**src/rtl/pipeline_stall_controller_if.sv**
```systemverilog
`default_nettype none
// ============================================================================
// Module      : pipeline_stall_controller_if
// Description : Hazard inputs and pipeline-register enables exchanged between
//               the 5-stage pipeline (master) and the stall controller (slave).
// Revision    : 1.0  initial release
// ============================================================================
interface pipeline_stall_controller_if #(
  parameter int STALL_CNT_W = 16
);
  logic [4:0]             IDRegRs;
  logic [4:0]             IDRegRt;
  logic                   IDUsesRt;
  logic [4:0]             EXRegRt;
  logic                   EXMemRead;
  logic                   BranchTaken;
  logic                   MduStart;
  logic                   MemReq;
  logic                   MemReady;
  logic                   PCWrite;
  logic                   IFIDWrite;
  logic                   IFIDFlush;
  logic                   IDEXWrite;
  logic                   IDEXBubble;
  logic                   EXMEMWrite;
  logic                   EXMEMBubble;
  logic                   MEMWBBubble;
  logic                   MduDone;
  logic [STALL_CNT_W-1:0] stall_cycles;

  modport master (
    output IDRegRs, IDRegRt, IDUsesRt, EXRegRt, EXMemRead, BranchTaken,
           MduStart, MemReq, MemReady,
    input  PCWrite, IFIDWrite, IFIDFlush, IDEXWrite, IDEXBubble, EXMEMWrite,
           EXMEMBubble, MEMWBBubble, MduDone, stall_cycles
  );

  modport slave (
    input  IDRegRs, IDRegRt, IDUsesRt, EXRegRt, EXMemRead, BranchTaken,
           MduStart, MemReq, MemReady,
    output PCWrite, IFIDWrite, IFIDFlush, IDEXWrite, IDEXBubble, EXMEMWrite,
           EXMEMBubble, MEMWBBubble, MduDone, stall_cycles
  );
endinterface
`default_nettype wire

```
**src/rtl/pipeline_stall_controller.sv**
```systemverilog
`default_nettype none
// ============================================================================
// Module      : pipeline_stall_controller
// Description : Arbitrates memory-wait, MDU occupancy, load-use and branch
//               hazards into pipeline write enables / bubbles; counts PC stalls.
// Revision    : 1.0  initial release
// ============================================================================
module pipeline_stall_controller #(
  parameter int MDU_LATENCY = 4,
  parameter int STALL_CNT_W = 16
) (
  input wire clk,
  input wire reset,
  pipeline_stall_controller_if.slave bus
);

  typedef enum logic [0:0] {
    RUN      = 1'b0,
    MDU_WAIT = 1'b1
  } state_t;

  localparam logic [7:0]             C_MDU_RELOAD = 8'(MDU_LATENCY - 1);
  localparam logic [STALL_CNT_W-1:0] C_STALL_MAX  = '1;

  state_t                 r_state;
  state_t                 w_state_nxt;
  logic [7:0]             r_mdu_cnt;
  logic [7:0]             w_mdu_cnt_nxt;
  logic [STALL_CNT_W-1:0] r_stall_cycles;

  logic w_mem_stall;
  logic w_load_use;
  logic w_mdu_freeze;
  logic w_mdu_done;

  logic w_pc_write;
  logic w_ifid_write;
  logic w_ifid_flush;
  logic w_idex_write;
  logic w_idex_bubble;
  logic w_exmem_write;
  logic w_exmem_bubble;
  logic w_memwb_bubble;
  logic w_mdu_done_out;

  assign w_mem_stall = bus.MemReq & ~bus.MemReady;
  assign w_load_use  = bus.EXMemRead & (bus.EXRegRt != 5'd0) &
                       ((bus.EXRegRt == bus.IDRegRs) |
                        (bus.IDUsesRt & (bus.EXRegRt == bus.IDRegRt)));

  // MDU sequencing: the countdown keeps running under a memory stall, but the
  // completion cycle itself waits for the memory stall to clear.
  always_comb begin
    w_state_nxt   = r_state;
    w_mdu_cnt_nxt = r_mdu_cnt;
    w_mdu_freeze  = 1'b0;
    w_mdu_done    = 1'b0;
    case (r_state)
      RUN: begin
        if (bus.MduStart && !w_mem_stall) begin
          w_mdu_freeze  = 1'b1;
          w_state_nxt   = MDU_WAIT;
          w_mdu_cnt_nxt = C_MDU_RELOAD;
        end
      end
      MDU_WAIT: begin
        if (r_mdu_cnt != 8'd0) begin
          w_mdu_freeze  = 1'b1;
          w_mdu_cnt_nxt = r_mdu_cnt - 8'd1;
        end else if (!w_mem_stall) begin
          w_mdu_done  = 1'b1;
          w_state_nxt = RUN;
        end
      end
      default: w_state_nxt = RUN;
    endcase
  end

  always_comb begin
    w_pc_write     = 1'b1;
    w_ifid_write   = 1'b1;
    w_ifid_flush   = 1'b0;
    w_idex_write   = 1'b1;
    w_idex_bubble  = 1'b0;
    w_exmem_write  = 1'b1;
    w_exmem_bubble = 1'b0;
    w_memwb_bubble = 1'b0;
    w_mdu_done_out = 1'b0;
    if (reset) begin
      w_pc_write     = 1'b0;
      w_ifid_write   = 1'b0;
      w_ifid_flush   = 1'b1;
      w_idex_write   = 1'b0;
      w_idex_bubble  = 1'b1;
      w_exmem_write  = 1'b0;
      w_exmem_bubble = 1'b1;
      w_memwb_bubble = 1'b1;
    end else if (w_mem_stall) begin
      w_pc_write     = 1'b0;
      w_ifid_write   = 1'b0;
      w_idex_write   = 1'b0;
      w_exmem_write  = 1'b0;
      w_memwb_bubble = 1'b1;
    end else begin
      w_mdu_done_out = w_mdu_done;
      if (w_mdu_freeze) begin
        w_pc_write     = 1'b0;
        w_ifid_write   = 1'b0;
        w_idex_write   = 1'b0;
        w_exmem_bubble = 1'b1;
      end else if (w_load_use) begin
        w_pc_write    = 1'b0;
        w_ifid_write  = 1'b0;
        w_idex_bubble = 1'b1;
      end else if (bus.BranchTaken) begin
        w_ifid_flush = 1'b1;
      end
    end
  end

  always_ff @(posedge clk) begin
    if (reset) begin
      r_state        <= RUN;
      r_mdu_cnt      <= 8'd0;
      r_stall_cycles <= '0;
    end else begin
      r_state   <= w_state_nxt;
      r_mdu_cnt <= w_mdu_cnt_nxt;
      if (!w_pc_write && (r_stall_cycles != C_STALL_MAX)) begin
        r_stall_cycles <= r_stall_cycles + 1'b1;
      end
    end
  end

  assign bus.PCWrite      = w_pc_write;
  assign bus.IFIDWrite    = w_ifid_write;
  assign bus.IFIDFlush    = w_ifid_flush;
  assign bus.IDEXWrite    = w_idex_write;
  assign bus.IDEXBubble   = w_idex_bubble;
  assign bus.EXMEMWrite   = w_exmem_write;
  assign bus.EXMEMBubble  = w_exmem_bubble;
  assign bus.MEMWBBubble  = w_memwb_bubble;
  assign bus.MduDone      = w_mdu_done_out;
  assign bus.stall_cycles = r_stall_cycles;

endmodule
`default_nettype wire
```
**src/flat_wrapper.sv**
```systemverilog
// flat-port wrapper written by rule: the top's interface ports become plain ports
module pipeline_stall_controller_flat 
#(
  parameter int MDU_LATENCY = 4,
  parameter int STALL_CNT_W = 16
)
  (clk, reset, bus_IDRegRs, bus_IDRegRt, bus_IDUsesRt, bus_EXRegRt, bus_EXMemRead, bus_BranchTaken, bus_MduStart, bus_MemReq, bus_MemReady, bus_PCWrite, bus_IFIDWrite, bus_IFIDFlush, bus_IDEXWrite, bus_IDEXBubble, bus_EXMEMWrite, bus_EXMEMBubble, bus_MEMWBBubble, bus_MduDone, bus_stall_cycles);
  pipeline_stall_controller_if #(.STALL_CNT_W(STALL_CNT_W)) bus_i ();
  input wire clk;
  input wire reset;
  input wire logic [$bits(bus_i.IDRegRs)-1:0] bus_IDRegRs;
  input wire logic [$bits(bus_i.IDRegRt)-1:0] bus_IDRegRt;
  input wire logic [$bits(bus_i.IDUsesRt)-1:0] bus_IDUsesRt;
  input wire logic [$bits(bus_i.EXRegRt)-1:0] bus_EXRegRt;
  input wire logic [$bits(bus_i.EXMemRead)-1:0] bus_EXMemRead;
  input wire logic [$bits(bus_i.BranchTaken)-1:0] bus_BranchTaken;
  input wire logic [$bits(bus_i.MduStart)-1:0] bus_MduStart;
  input wire logic [$bits(bus_i.MemReq)-1:0] bus_MemReq;
  input wire logic [$bits(bus_i.MemReady)-1:0] bus_MemReady;
  output wire logic [$bits(bus_i.PCWrite)-1:0] bus_PCWrite;
  output wire logic [$bits(bus_i.IFIDWrite)-1:0] bus_IFIDWrite;
  output wire logic [$bits(bus_i.IFIDFlush)-1:0] bus_IFIDFlush;
  output wire logic [$bits(bus_i.IDEXWrite)-1:0] bus_IDEXWrite;
  output wire logic [$bits(bus_i.IDEXBubble)-1:0] bus_IDEXBubble;
  output wire logic [$bits(bus_i.EXMEMWrite)-1:0] bus_EXMEMWrite;
  output wire logic [$bits(bus_i.EXMEMBubble)-1:0] bus_EXMEMBubble;
  output wire logic [$bits(bus_i.MEMWBBubble)-1:0] bus_MEMWBBubble;
  output wire logic [$bits(bus_i.MduDone)-1:0] bus_MduDone;
  output wire logic [$bits(bus_i.stall_cycles)-1:0] bus_stall_cycles;
  assign bus_i.IDRegRs = bus_IDRegRs;
  assign bus_i.IDRegRt = bus_IDRegRt;
  assign bus_i.IDUsesRt = bus_IDUsesRt;
  assign bus_i.EXRegRt = bus_EXRegRt;
  assign bus_i.EXMemRead = bus_EXMemRead;
  assign bus_i.BranchTaken = bus_BranchTaken;
  assign bus_i.MduStart = bus_MduStart;
  assign bus_i.MemReq = bus_MemReq;
  assign bus_i.MemReady = bus_MemReady;
  assign bus_PCWrite = bus_i.PCWrite;
  assign bus_IFIDWrite = bus_i.IFIDWrite;
  assign bus_IFIDFlush = bus_i.IFIDFlush;
  assign bus_IDEXWrite = bus_i.IDEXWrite;
  assign bus_IDEXBubble = bus_i.IDEXBubble;
  assign bus_EXMEMWrite = bus_i.EXMEMWrite;
  assign bus_EXMEMBubble = bus_i.EXMEMBubble;
  assign bus_MEMWBBubble = bus_i.MEMWBBubble;
  assign bus_MduDone = bus_i.MduDone;
  assign bus_stall_cycles = bus_i.stall_cycles;
  pipeline_stall_controller #(.MDU_LATENCY(MDU_LATENCY), .STALL_CNT_W(STALL_CNT_W)) u_core (.clk(clk), .reset(reset), .bus(bus_i));
endmodule
```
**config.mk**
```make
export PLATFORM = sky130hd
export DESIGN_NAME = pipeline_stall_controller_flat
export DESIGN_NICKNAME = d
export VERILOG_FILES = /design/src/rtl/pipeline_stall_controller_if.sv /design/src/rtl/pipeline_stall_controller.sv /design/src/flat_wrapper.sv
export SDC_FILE = /design/constraint.sdc
export NUM_CORES = 1
export LEC_CHECK = 0
export BUFFER_PORTS_ARGS = -buffer_cell sky130_fd_sc_hd__buf_2
export CORE_AREA = 4 4 65 61
export CTS_CLUSTER_SIZE = 14
export DETAILED_ROUTE_END_ITERATION = 12
export DIE_AREA = 0 0 69 65
export MAX_ROUTING_LAYER = met4
export PLACE_DENSITY = 0.71
export SYNTH_ARGS = -nofsm -noshare
export SYNTH_HDL_FRONTEND = slang
export SYNTH_SLANG_ARGS = --single-unit
```
**constraint.sdc**
```tcl
create_clock -name clk -period 3.95 [get_ports clk]
set_clock_uncertainty 0.05 [all_clocks]
set_input_delay 0.395 -clock clk [delete_from_list [all_inputs] [get_ports clk]]
set_output_delay 0.395 -clock clk [all_outputs]
set_load 0.005 [all_outputs]
```
Yosys cells after proc, flatten, opt, wreduce, memory -nomap -nowiden
Cells that the tools add are included.

Flip-flop bits (word level): 25. Input bits: 23.

$add $sub $neg: 2. Eq/ne operators: 5. Mux-type cells: 35. Bitwise logic cells: 7. Reductions and logical operators: 7.

Operators with widths (number): $mux W1 (30); $add A16 B1 Y16 const B (1); $mux W8 (2); $ne A16 B16 Y1 const B (1); $pmux W8 S2 (1); $eq A5 B5 Y1 (2); $reduce_bool A8 Y1 (1); $sub A8 B1 Y8 const B (1); $reduce_bool A5 Y1 (1); $and A1 B1 Y1 (4); $pmux W1 S2 (2); $logic_and A1 B1 Y1 (2); $logic_not A1 Y1 (2); $ne A2 B1 Y1 const B (1); $ne A2 B2 Y1 const B (1); $not A1 Y1 (2); $reduce_and A2 Y1 (1); $or A1 B1 Y1 (1).

Depth between registers and ports, before layout
Depth after elaboration: 11. Mapped depth: 9.

Worst setup path before layout
No wires, ideal clock.

Path type: in2out. Start: in bus_EXRegRt[0]. End: out bus_PCWrite. Arrival: 1.595 ns. Data required time: 3.505 ns. Slack: 1.910 ns. Stages on the path: 5. Path buffers: 1. Cells stage by stage: or4_1 -> o21ai_0 -> nor2_1 -> nor3_1 -> buf_4.

Cells in the longest elaborated chain, start to end: 8. Elaborated cells on any way between the ends: 11. Those cells by class: eq/ne (2); mux (4); bitwise (4); reduce/logical (1).

Ends and longest elaborated chain: start: declaration (RTL line flat_wrapper.sv:14) `input wire logic [$bits(bus_i.EXRegRt)-1:0] bus_EXRegRt;`; $eq A5 B5 Y1 (RTL line pipeline_stall_controller.sv:49) `(bus.IDUsesRt & (bus.EXRegRt == bus.IDRegRt)));`; $and A1 B1 Y1 (RTL line pipeline_stall_controller.sv:49); $or A1 B1 Y1 (RTL line pipeline_stall_controller.sv:48) `((bus.EXRegRt == bus.IDRegRs) |`; $and A1 B1 Y1 * (RTL line pipeline_stall_controller.sv:47) `assign w_load_use = bus.EXMemRead & (bus.EXRegRt != 5'd0) &`; $mux W1 * (4 in a row); end: declaration (RTL line flat_wrapper.sv:20) `output wire logic [$bits(bus_i.PCWrite)-1:0] bus_PCWrite;`.

Mark *: on every way between the ends. The rest lies on a longest branch, timed or not.

Worst setup path after layout
Start: reg u_core.r_mdu_cnt[2]. End: out bus_IFIDFlush.

Cells in the longest elaborated chain, start to end: 6.

Ends and longest elaborated chain: start: declaration (RTL line pipeline_stall_controller.sv:27) `logic [7:0] r_mdu_cnt;`; start signal: assignment (RTL line pipeline_stall_controller.sv:128) `r_mdu_cnt <= w_mdu_cnt_nxt;`; $reduce_bool A8 Y1 (RTL line pipeline_stall_controller.sv:67) `if (r_mdu_cnt != 8'd0) begin`; $mux W1 (RTL line pipeline_stall_controller.sv:67); $pmux W1 S2 (RTL line pipeline_stall_controller.sv:58) `case (r_state)`; $mux W1 (RTL line pipeline_stall_controller.sv:106) `if (w_mdu_freeze) begin`; $mux W1 (RTL line pipeline_stall_controller.sv:98) `end else if (w_mem_stall) begin`; $mux W1 (RTL line pipeline_stall_controller.sv:89) `if (reset) begin`; end: declaration (RTL line flat_wrapper.sv:22) `output wire logic [$bits(bus_i.IFIDFlush)-1:0] bus_IFIDFlush;`.

No other way between the ends.

==> out/results.ini <==
[hold_path]
hp-class = input port to flop

[run]
cap_violations = 0

[sta]
layout_setup_ws_ns = 1.40
setup_violations = 0
fin_crit_sh_pct = 64.5
fmaxAchievable_mhz = 392
final.setup.tns_ns = 0
min_period_ns = 2.55
relSlewSlack_pct = 57.9
worstMarginPinSlew_ns = 0.625
maxSlewViolCount = 0
rsz0062_at_grt = no
hold_viol = 0

[die]
die_h_um = 65
placementRows = 20
start_util_pct = 43.8
io_pins = 48
dieArea_um2 = 4490
fp.coreArea_um2 = 3300
die_w_um = 69

[setup_path]
crit_required_ns = 3.50
arrival_ns = 2.10
startpoint_type = flop
crit_type = flop to output pin
crit_fanout = 6
crit_path_end_kind = output pin
r2r_slack_ns = 1.72

[layout]
antenna_cells = 0
layout-drive-gt1-share_pct = 25.1
synthToLayoutAreaGrowth_pct = 20.3
fill_cells = 338
nets = 250
fin_util_pct = 52.7

[yosys]
synth_area_um2 = 1450
yosysTopAreaCell = dfxtp_1
ys_types = 35
syn_nets = 204
ys_seq_area_share_pct = 34.6
netlist.area_leader.share_pct = 34.6
synth_area_leaders = dfxtp_1, xor2_1, a21oi_1, nor2_1, o21ai_0
synthCells = 178
yosys_warnings = 0
ys_ff_latch = 25
avgSynthCellArea_um2 = 8.13

[detailed_routing]
wl_per_cell_um = 12.5
vias_per_cell = 5.24
drtIter0Drc = 116
routed_wl_mm = 3.34
wl_met3_um = 107
drcViolationCount = 0
antenna_left = 0
vias = 1399
routedLengthMet1_mm = 1.56
firstDrtPassIters = 4
top_layer = met4
met2WireLength_mm = 1.66

[cts]
cts_tree = done
clkTransAtPathRegs_ns = 0.09
ctsHoldBuffers = 0
cts_made_buffers = 3
postCtsSetupRepairBufs = 0
ctsResizeCount = 0
cts_sinks = 25
clock_path_buffers = 2
cts-root-buf = clkbuf_8
clk_latency_ns = 0.27
htreeDepth = 1

[placement]
io_buffers = 47
preCtsSetupSlack_ns = 1.62
gp_congestion = 0.788
hpwlAfterDp_mm = 2.54

[power_and_ir_drop]
p_per_area_nw_per_um2 = 318
leakage_uw = 0.000726
ir_drop_mv = 0.184
power_uw = 554

[global_routing]
grt_pass1_wl_mm = 5.62
antenna_found_initial = 0
grt_max_degree = 31
track_usage_pct = 15.4
overflow = 0
grt_pass1_vias = 1268

[outcome]
status = complete, no violations

-- sequential cells by signal, summed over array words and instances (netlist names) --
signal / count
u_core.bus.stall_cycles: 16
u_core.r_mdu_cnt: 8
u_core.r_state: 1
-- logic make-up (layout without fill, tap and decap cells) --
family	after synthesis	after routing	synth area share (%)
simple gates	78	78	29.5
compound gates	43	43	18.2
buf+inv	11	56	4.15
xor+xnor	17	17	10.3
fa+ha+maj	3	3	2.59
flops	25	25	34.6
mux	1	1	0.691
-- where the power goes --
group	internal (uW)	switching, uW	leakage, uW
Clock	72.2	80.8	0.0000228
Sequential	266	14.0	0.000203
Combinational	54.4	66.7	0.000500
Total	392	161	0.000726
-- cell usage in the layout (no fill, tap or decap), types with 2 or more instances in the layout --
cell type,instances
ha_1,3
nand4_1,4
nand2b_1,3
o21ai_0,12
xor2_1,15
clkbuf_8,3
o31ai_1,6
xnor2_1,2
nor3_1,4
or2_2,2
dfxtp_1,25
nand3_1,10
buf_2,47
a21o_1,2
nand2_1,9
or4_1,7
nor4_2,2
inv_1,5
and3_1,6
nor2_1,18
or3_1,9
a21oi_1,16
-- worst max-delay path, stage by stage (launching register included) --
cell and delay [ns]:
dfxtp_1 0.36, nor4_2 0.46, and3_1 0.24, o21ai_0 0.22, nor2_1 0.25, nand2_1 0.08, o21bai_1 0.11, buf_2 0.12
-- cell type report --
type                       instances  area, um^2  area share, %
multi-input combinational        142         887           50.9
inverter                           5        18.8           1.08
clock buffer                       4        45.0           2.59
sequential                        25         500           28.7
tap                               44        55.1           3.16
timing repair buffer              47         235           13.5
-- cells in the mapped netlist --
master and n:
nand3_1 10, a21o_1 2, and4_1 1, nor2_1 18, nand4_1 4, xor2_1 15, and3_1 6, nor4_2 2
buf_6 1, nor3_1 4, or4_1 7, nand2_1 9, mux2i_1 1, buf_4 3, inv_1 5, a32oi_1 1
o21bai_1 1, clkbuf_1 2, or2_2 2, dfxtp_1 25, o31ai_1 6, ha_1 3, a21oi_1 16, nor4_1 1
nand2b_1 3, or3_1 9, o22a_2 1, xnor2_1 2, and2_1 1, o21ai_0 12, a211oi_1 1, a41oi_2 1
nor2b_1 1, a31oi_1 1, o211ai_1 1
-- per-layer routing --
metal | GRT usage, % | vias to the layer above
met5 | - | -
met4 | 3.66 | 0
met3 | 3.26 | 2
met2 | 26.9 | 17
met1 | 18.3 | 640
li1 | - | 740
-- worst paths after layout --
path | from | to | cells past startpoint
worst min-delay path | bus_MduStart | u_core.r_state | 3
worst max-delay path | u_core.r_mdu_cnt[2] | bus_IFIDFlush | 7
worst max register to register | u_core.bus.stall_cycles[0] | u_core.bus.stall_cycles[13] | 7
worst min register to register | u_core.r_mdu_cnt[0] | u_core.r_mdu_cnt[0] | 1
-- stage by stage --
step,hold WS (ns),cell area (um^2),instances
floorplan,0.410,1450,178
global placement,0.434,1700,263
detailed placement,0.430,1700,263
CTS,0.405,1740,267
global route,0.419,1740,267
finish,0.416,1740,267
(Power assumes the default switching activity.)
